**src/rtl/fetch_pkg.sv**
```systemverilog
// Shared types and constants for the fetch stage.
package fetch_pkg;

   typedef enum logic [1:0] {
      REQ,
      WAIT,
      HOLD,
      DROP
   } fetch_state_t;

   localparam logic [31:0] NOP_INSTR = 32'h0000_0013;
   localparam int unsigned PC_STEP   = 4;

endpackage

```
**src/rtl/fetch_if.sv**
```systemverilog
// Instruction-memory request/response channel seen from the fetch stage.
interface fetch_if #(
   parameter int DATA_WIDTH = 32
) ();

   logic                  req_valid;
   logic                  req_ready;
   logic [DATA_WIDTH-1:0] addr;
   logic                  rsp_valid;
   logic [DATA_WIDTH-1:0] rsp_data;

   modport master (
      output req_valid, addr,
      input  req_ready, rsp_valid, rsp_data
   );

   modport slave (
      input  req_valid, addr,
      output req_ready, rsp_valid, rsp_data
   );

endinterface

```
**src/rtl/fetch_unit.sv**
```systemverilog
// Fetch stage: owns the PC, one outstanding imem request, registered F_* outputs.
// Define FETCH_MISALIGN_CHK_EN to present misaligned redirects as a flagged NOP.
module fetch_unit
   import fetch_pkg::*;
#(
   parameter int                    DATA_WIDTH = 32,
   parameter logic [DATA_WIDTH-1:0] RESET_PC   = '0
) (
   input  logic                  clk,
   input  logic                  rst,
   fetch_if.master               imem,
   input  logic                  D_stall,
   input  logic                  redirect,
   input  logic [DATA_WIDTH-1:0] redirect_pc,
   output logic                  F_valid,
   output logic [DATA_WIDTH-1:0] F_instr,
   output logic [DATA_WIDTH-1:0] F_pc_out,
   output logic [DATA_WIDTH-1:0] F_pc_out4
`ifdef FETCH_MISALIGN_CHK_EN
   ,
   output logic                  F_misalign
`endif
);

   localparam logic [DATA_WIDTH-1:0] STEP = DATA_WIDTH'(PC_STEP);

   fetch_state_t          state, state_d;
   logic [DATA_WIDTH-1:0] pc, pc_d, target;
   logic                  pend_mis, pend_d;
   logic                  bad_target;
   logic                  load_f, load_nop;

`ifdef FETCH_MISALIGN_CHK_EN
   assign target     = redirect_pc;
   assign bad_target = |redirect_pc[1:0];
   assign imem.addr  = pc;
`else
   localparam logic [DATA_WIDTH-1:0] WORD_MASK = ~DATA_WIDTH'(3);
   assign target     = redirect_pc & WORD_MASK;
   assign bad_target = 1'b0;
   assign imem.addr  = pc & WORD_MASK;
`endif

   assign imem.req_valid = rst && (state == REQ);

   always_comb begin
      // NOTE: every signal gets a default first so no path through the case infers a latch.
      state_d  = state;
      pc_d     = pc;
      pend_d   = pend_mis;
      load_f   = 1'b0;
      load_nop = 1'b0;
      unique case (state)
         REQ: begin
            if (redirect) begin
               pc_d = target;
               if (imem.req_ready) begin
                  state_d = DROP;
                  pend_d  = bad_target;
               end else if (bad_target) begin
                  state_d  = HOLD;
                  load_f   = 1'b1;
                  load_nop = 1'b1;
               end
            end else if (imem.req_ready) begin
               state_d = WAIT;
            end
         end
         WAIT: begin
            if (redirect) begin
               pc_d = target;
               if (imem.rsp_valid) begin
                  state_d  = bad_target ? HOLD : REQ;
                  load_f   = bad_target;
                  load_nop = bad_target;
               end else begin
                  state_d = DROP;
                  pend_d  = bad_target;
               end
            end else if (imem.rsp_valid) begin
               state_d = HOLD;
               load_f  = 1'b1;
               pc_d    = pc + STEP;
            end
         end
         HOLD: begin
            if (redirect) begin
               pc_d     = target;
               state_d  = bad_target ? HOLD : REQ;
               load_f   = bad_target;
               load_nop = bad_target;
            end else if (!D_stall) begin
               state_d = REQ;
            end
         end
         DROP: begin
            // A redirect here only retargets; the stale response is still owed.
            if (redirect) begin
               pc_d   = target;
               pend_d = bad_target;
            end
            if (imem.rsp_valid) begin
               pend_d   = 1'b0;
               load_nop = redirect ? bad_target : pend_mis;
               load_f   = load_nop;
               state_d  = load_nop ? HOLD : REQ;
            end
         end
         default: state_d = REQ;
      endcase
   end

   always_ff @(posedge clk or negedge rst) begin
      if (!rst) begin
         state     <= REQ;
         pc        <= RESET_PC;
         pend_mis  <= 1'b0;
         F_valid   <= 1'b0;
         F_instr   <= '0;
         F_pc_out  <= '0;
         F_pc_out4 <= '0;
`ifdef FETCH_MISALIGN_CHK_EN
         F_misalign <= 1'b0;
`endif
      end else begin
         // NOTE: non-blocking assignments keep every register sampling pre-edge values.
         state    <= state_d;
         pc       <= pc_d;
         pend_mis <= pend_d;
         F_valid  <= (state_d == HOLD);
         if (load_f) begin
            F_instr   <= load_nop ? DATA_WIDTH'(NOP_INSTR) : imem.rsp_data;
            F_pc_out  <= load_nop ? pc_d : pc;
            F_pc_out4 <= (load_nop ? pc_d : pc) + STEP;
         end
`ifdef FETCH_MISALIGN_CHK_EN
         if (load_f) begin
            F_misalign <= load_nop;
         end else if (state_d != HOLD) begin
            F_misalign <= 1'b0;
         end
`endif
      end
   end

endmodule
```
**src/flat_wrapper.sv**
```systemverilog
// flat-port wrapper written by rule: the top's interface ports become plain ports
module fetch_unit_flat import fetch_pkg::*;
#(
   parameter int                    DATA_WIDTH = 32,
   parameter logic [DATA_WIDTH-1:0] RESET_PC   = '0
)
  (clk, rst, D_stall, redirect, redirect_pc, F_valid, F_instr, F_pc_out, F_pc_out4, imem_req_valid, imem_addr, imem_req_ready, imem_rsp_valid, imem_rsp_data);
  fetch_if #(.DATA_WIDTH(DATA_WIDTH)) imem_i ();
  input  logic clk;
  input  logic rst;
  input  logic D_stall;
  input  logic redirect;
  input  logic [DATA_WIDTH-1:0] redirect_pc;
  output logic F_valid;
  output logic [DATA_WIDTH-1:0] F_instr;
  output logic [DATA_WIDTH-1:0] F_pc_out;
  output logic [DATA_WIDTH-1:0] F_pc_out4;
  output wire logic [$bits(imem_i.req_valid)-1:0] imem_req_valid;
  output wire logic [$bits(imem_i.addr)-1:0] imem_addr;
  input wire logic [$bits(imem_i.req_ready)-1:0] imem_req_ready;
  input wire logic [$bits(imem_i.rsp_valid)-1:0] imem_rsp_valid;
  input wire logic [$bits(imem_i.rsp_data)-1:0] imem_rsp_data;
  assign imem_req_valid = imem_i.req_valid;
  assign imem_addr = imem_i.addr;
  assign imem_i.req_ready = imem_req_ready;
  assign imem_i.rsp_valid = imem_rsp_valid;
  assign imem_i.rsp_data = imem_rsp_data;
  fetch_unit #(.DATA_WIDTH(DATA_WIDTH), .RESET_PC(RESET_PC)) u_core (.clk(clk), .rst(rst), .imem(imem_i), .D_stall(D_stall), .redirect(redirect), .redirect_pc(redirect_pc), .F_valid(F_valid), .F_instr(F_instr), .F_pc_out(F_pc_out), .F_pc_out4(F_pc_out4));
endmodule
```
**config.mk**
```make
export PLATFORM = sky130hd
export DESIGN_NAME = fetch_unit_flat
export DESIGN_NICKNAME = d
export VERILOG_FILES = /design/src/rtl/fetch_pkg.sv /design/src/rtl/fetch_if.sv /design/src/rtl/fetch_unit.sv /design/src/flat_wrapper.sv
export SDC_FILE = /design/constraint.sdc
export NUM_CORES = 1
export LEC_CHECK = 0
export ABC_CLOCK_PERIOD_IN_PS = 2500
export CAP_MARGIN = 20
export CORE_ASPECT_RATIO = 0.5
export CORE_MARGIN = 1.5
export CORE_UTILIZATION = 47
export DETAILED_ROUTE_END_ITERATION = 10
export PLACE_DENSITY = 0.9
export SYNTH_ARGS = -nofsm -noshare
export SYNTH_HDL_FRONTEND = slang
export SYNTH_SLANG_ARGS = --single-unit
```
**constraint.sdc**
```tcl
create_clock -name clk -period 2.5 [get_ports clk]
set_input_delay 0.375 -clock clk [delete_from_list [all_inputs] [get_ports clk]]
set_output_delay 0.375 -clock clk [all_outputs]
set_load 0.01 [all_outputs]
```
-- Word level (Yosys, flattened, before mapping)
Index checks and enable logic that the tools add are counted.
- flip-flop bits (word level): 132
- input bits: 70
- logic and storage cells: 53
- add/subtract/negate cells: 2
- eq/ne operators: 8
- multiplexer cells: 29
- reductions and logical operators: 7
- operators with widths (cell ; count):
    $mux W32 ; 5
    $add A32 B3 Y32 const B ; 2
    $pmux W32 S2 ; 1
    $mux W2 ; 10
    $mux W1 ; 9
    $ne A2 B2 Y1 const B ; 4
    $pmux W2 S4 ; 1
    $eq A2 B2 Y1 const B ; 3
    $pmux W1 S3 ; 2
    $reduce_or A3 Y1 ; 2
    $reduce_and A5 Y1 ; 1
    $reduce_bool A3 Y1 ; 1
    $eq A2 B1 Y1 const B ; 1
    $logic_not A2 Y1 ; 1
    $pmux W1 S2 ; 1
    $reduce_or A2 Y1 ; 1
    $logic_and A1 B1 Y1 ; 1

-- Longest topological paths before layout
- depth in word-level cells: 6
- mapped depth: 8
- depth with buffers taken out: 5

-- Worst setup path before layout
Ideal clock, no wire load.
- path kind: register to register
- start point: register u_core.pc[11]
- end point: register u_core.pc[25]
- arrival time: 1886 ps
- required time: 2418 ps
- setup slack: 532 ps
- cell stages (with the launch flop): 7
- path buffers: 2
- period minus slack after synthesis: 1968 ps
- path through: dfrtp_1 -> buf_2 -> nand3_1 -> or4_1 -> buf_2 -> or4_1 -> a31oi_1
- word-level cells in the longest chain between the ends: 4
- RTL lines (what ; RTL line ; RTL):
    start: declaration ; fetch_unit.sv:28 ; logic [DATA_WIDTH-1:0] pc, pc_d, target;
    start signal: assignment ; fetch_unit.sv:128 ; pc <= pc_d;
    $add A32 B3 Y32 ; fetch_unit.sv:83 ; pc_d = pc + STEP;
    $mux W32 ; fetch_unit.sv:80 ; end else if (imem.rsp_valid) begin
    $mux W32 ; fetch_unit.sv:70 ; if (redirect) begin
    $pmux W32 S2 ; fetch_unit.sv:53 ; unique case (state)
    via u_core.pc_d[25] ; fetch_unit.sv:28 ;
The timed path passes the listed nets, and every way through them passes these cells.
A chain may end at the register's enable or synchronous reset.

-- Worst setup path in the final report
- start point: register u_core.pc[7]
- end point: register u_core.pc[17]
Same word-level chain as after synthesis.

==> impl_metrics.tcl <==
set metrics [dict create \
    status "completed" \
    cts_resized 0 \
    cts_setup_buffers 0 \
    drc 0 \
    cts_root_buf "clkbuf_16" \
    worstPathRequired_ns 2.76 \
    critPathKind "reg2reg" \
    ctsHoldBuffers 1 \
    worst_pin_slew_ns 0.653 \
    std_cell_rows 29 \
    final-setup-viol-count 0 \
    ys.warnings.count 0 \
    num_vias 5876 \
    clkTransAtPathRegs_ns 0.06 \
    wl_per_cell_um 19.1 \
    avgSynthCellArea_um2 9.67 \
    grt_first_pass_wirelength_um 30600 \
    synth-edff-count 0 \
    cp-end-kind "register" \
    pre_cts_ws_ns 0.149 \
    io_buffers 195 \
    cts_sinks 130 \
    maxCapViolCount 0 \
    finalHoldViolCount 0 \
    wirelength_um 19200 \
    fin_crit_sh_pct 93.2 \
    max_slew_margin_pct 56.5 \
    fin_cells 1002 \
    drt_pre_antenna_iters 6 \
    timing.rr.start "u_core.pc[7]" \
    ys_async_sr_fraction_pct 100 \
    antenna_found_initial 0 \
    fin_util_pct 69.3 \
    crit_fanout 13 \
    ys_seq_elements 130 \
    detail_route.vias_per_cell 5.86 \
    numPlacedInstances 969 \
    hold_slack_ns 0.293 \
    fmax_mhz 429 \
    die-area_mm2 0.0142 \
    grt_max_degree 52 \
    synth_cell_type_count 53 \
    coreArea_mm2 0.0129 \
    cts_tree "built" \
    finClkSkew_ns 0.00867 \
    cp-start-kind "register" \
    syn_area_mm2 0.00634 \
    fill_cells 884 \
    final_max_slew_viol_count 0 \
    cts_buffer_depth 2 \
    min_period_ns 2.33 \
    clock_latency_ns 0.42 \
    hp-class "in2reg" \
    grt_pass1_vias 5855 \
    start_util_pct 49.1 \
    synth_ff_type "dfrtp_1" \
    leakagePower_nw 3.86 \
    rsz0062_at_grt "no" \
    die_h_um 85.1 \
    netlist_instances 656 \
    hpwl_um 12800 \
    htree_levels 4 \
    syn2layout_area_growth_pct 41.2 \
    ys_seq_area_share_pct 51.3 \
    drt_iter0_markers 623 \
    crit_arrival_ns 2.59 \
    grt_use_total_pct 27.8 \
    cts_made_buffers 17 \
    worst_slack_ns 0.170 \
    fin_setup_tns_ns 0 \
    diodes 0 \
    power_density_mw_per_mm2 1070 \
    die_w_um 167 \
    io_pins 200 \
    final_layout_size_suffix_gt1_share_pct 10.3 \
    drtAntennaViolNets 0 \
    gp_congestion 0.810 \
    nets 891 \
    vdd_drop_max_mv 0.590 \
    worstSetupStartpoint "u_core.pc[7]" \
    overflow 0 \
    min_from "redirect" \
]
-- area by class of cell --
type	count	area (µm²)	share of cell area, %
multi-input combinational	434	2610	29.2
timing repair buffer	232	2240	25.0
tap	170	213	2.38
sequential	130	3250	36.3
clock inverter	12	155	1.73
clock buffer	20	467	5.21
inverter	4	15.0	0.168
-- stage by stage --
step | area [µm²] | power [W]
after floorplan | 6350 | 0.00484
after global placement | 8320 | 0.00677
after detailed placement | 8320 | 0.00692
after CTS | 8950 | 0.00961
after global routing | 8950 | 0.0100
final | 8950 | 0.00958
-- placed cells by master, fill, tap and decap left out, types with 4 or more instances in the layout --
| cell type | count |
|---|---|
| clkdlybuf4s50_1 | 193 |
| nand2_1 | 140 |
| dfrtp_1 | 130 |
| buf_4 | 35 |
| o21ai_0 | 30 |
| a22o_1 | 29 |
| nor2_1 | 22 |
| or4_1 | 20 |
| mux2i_1 | 19 |
| nand3_1 | 19 |
| a31oi_1 | 18 |
| nand4_1 | 17 |
| clkbuf_16 | 17 |
| xnor2_1 | 16 |
| nor3_1 | 11 |
| o31ai_1 | 10 |
| nor2b_1 | 7 |
| or3_1 | 6 |
| a21oi_1 | 6 |
| o211ai_1 | 6 |
| and2_1 | 5 |
| xor2_1 | 4 |
| and4_1 | 4 |
-- synthesized netlist by cell type (all sizes together), types with 2 or more instances --
master    n  area [µm²]
dfrtp   130        3250
a22o     29         254
a221oi    2        17.5
nand4b    3        26.3
and2      5        31.3
and4      4        35.0
xor2      4        35.0
or2       3        18.8
mux2i    19         190
or4      22         170
nand4    20         161
ha        2        25.0
inv       3        11.3
xnor2    16         140
nor4      3        18.8
buf      53         348
o211ai    6        45.0
o31ai    10        75.1
a21oi     6        30.0
o21ai    30         150
o22a      3        26.3
nand2   140         526
nand3    21         123
nor2     22        82.6
or3       7        43.8
and3      3        18.8
nor3     14        75.1
clkbuf   36         135
nor2b     7        43.8
a31oi    18         113
o311ai    2        17.5
-- metal layers --
metal / track usage, % / wire length, µm / vias to the layer above
li1: - / - / 2608
met3: 7.79 / 1800 / 67
met2: 45.6 / 9120 / 366
met4: 13.8 / 670 / 0
met1: 34.3 / 7580 / 2835
met5: 0 / 0 / -
-- registers in the layout, summed over array words and instances, names as in the netlist --
| name | cells |
|---|---|
| u_core.F_instr | 32 |
| u_core.F_pc_out | 30 |
| u_core.F_valid | 1 |
| u_core.F_pc_out4 | 32 |
| u_core.pend_mis | 1 |
| u_core.state | 2 |
| u_core.pc | 32 |
-- power by group --
part / leakage, nW / switching (W) / internal (W)
combinational: 1.96 / 0.00149 / 0.00196
sequential: 1.60 / 0.000590 / 0.00290
clock: 0.302 / 0.000990 / 0.00165
total: 3.86 / 0.00307 / 0.00650
-- kinds of logic (layout without fill, tap and decap cells) --
logic type,after synthesis,in the layout,synth area share [%]
AND/OR/NAND/NOR,279,279,22.4
other,1,2,0.0591
XOR/XNOR,20,20,2.76
buffers and inverters,93,268,7.85
multiplexers,20,20,3.18
flip-flops,130,130,51.3
AO/OA/AOI/OAI,111,111,12.1
adder cells (fa/ha/maj),2,2,0.394
-- final timing paths --
kind | endpoint | slack (ns) | depth (start not counted)
max | u_core.pc[17] | 0.17 | 4
min | u_core.pc[27] | 0.29 | 3
max reg2reg | u_core.pc[17] | 0.17 | 4
min reg2reg | u_core.F_pc_out4[0] | 0.47 | 2
max in group asynchronous | u_core.F_pc_out4[30] | 1.13 | 3
min in group asynchronous | u_core.F_pc_out[9] | 0.40 | 2
-- worst max-delay path, cell delays in order (launching register included) --
cell and delay [ns]:
dfrtp_1 0.58, nand4_4 0.23, or3_1 0.58, o311ai_0 0.60, nand3_1 0.18
Power figures use the tool's default switching activity.
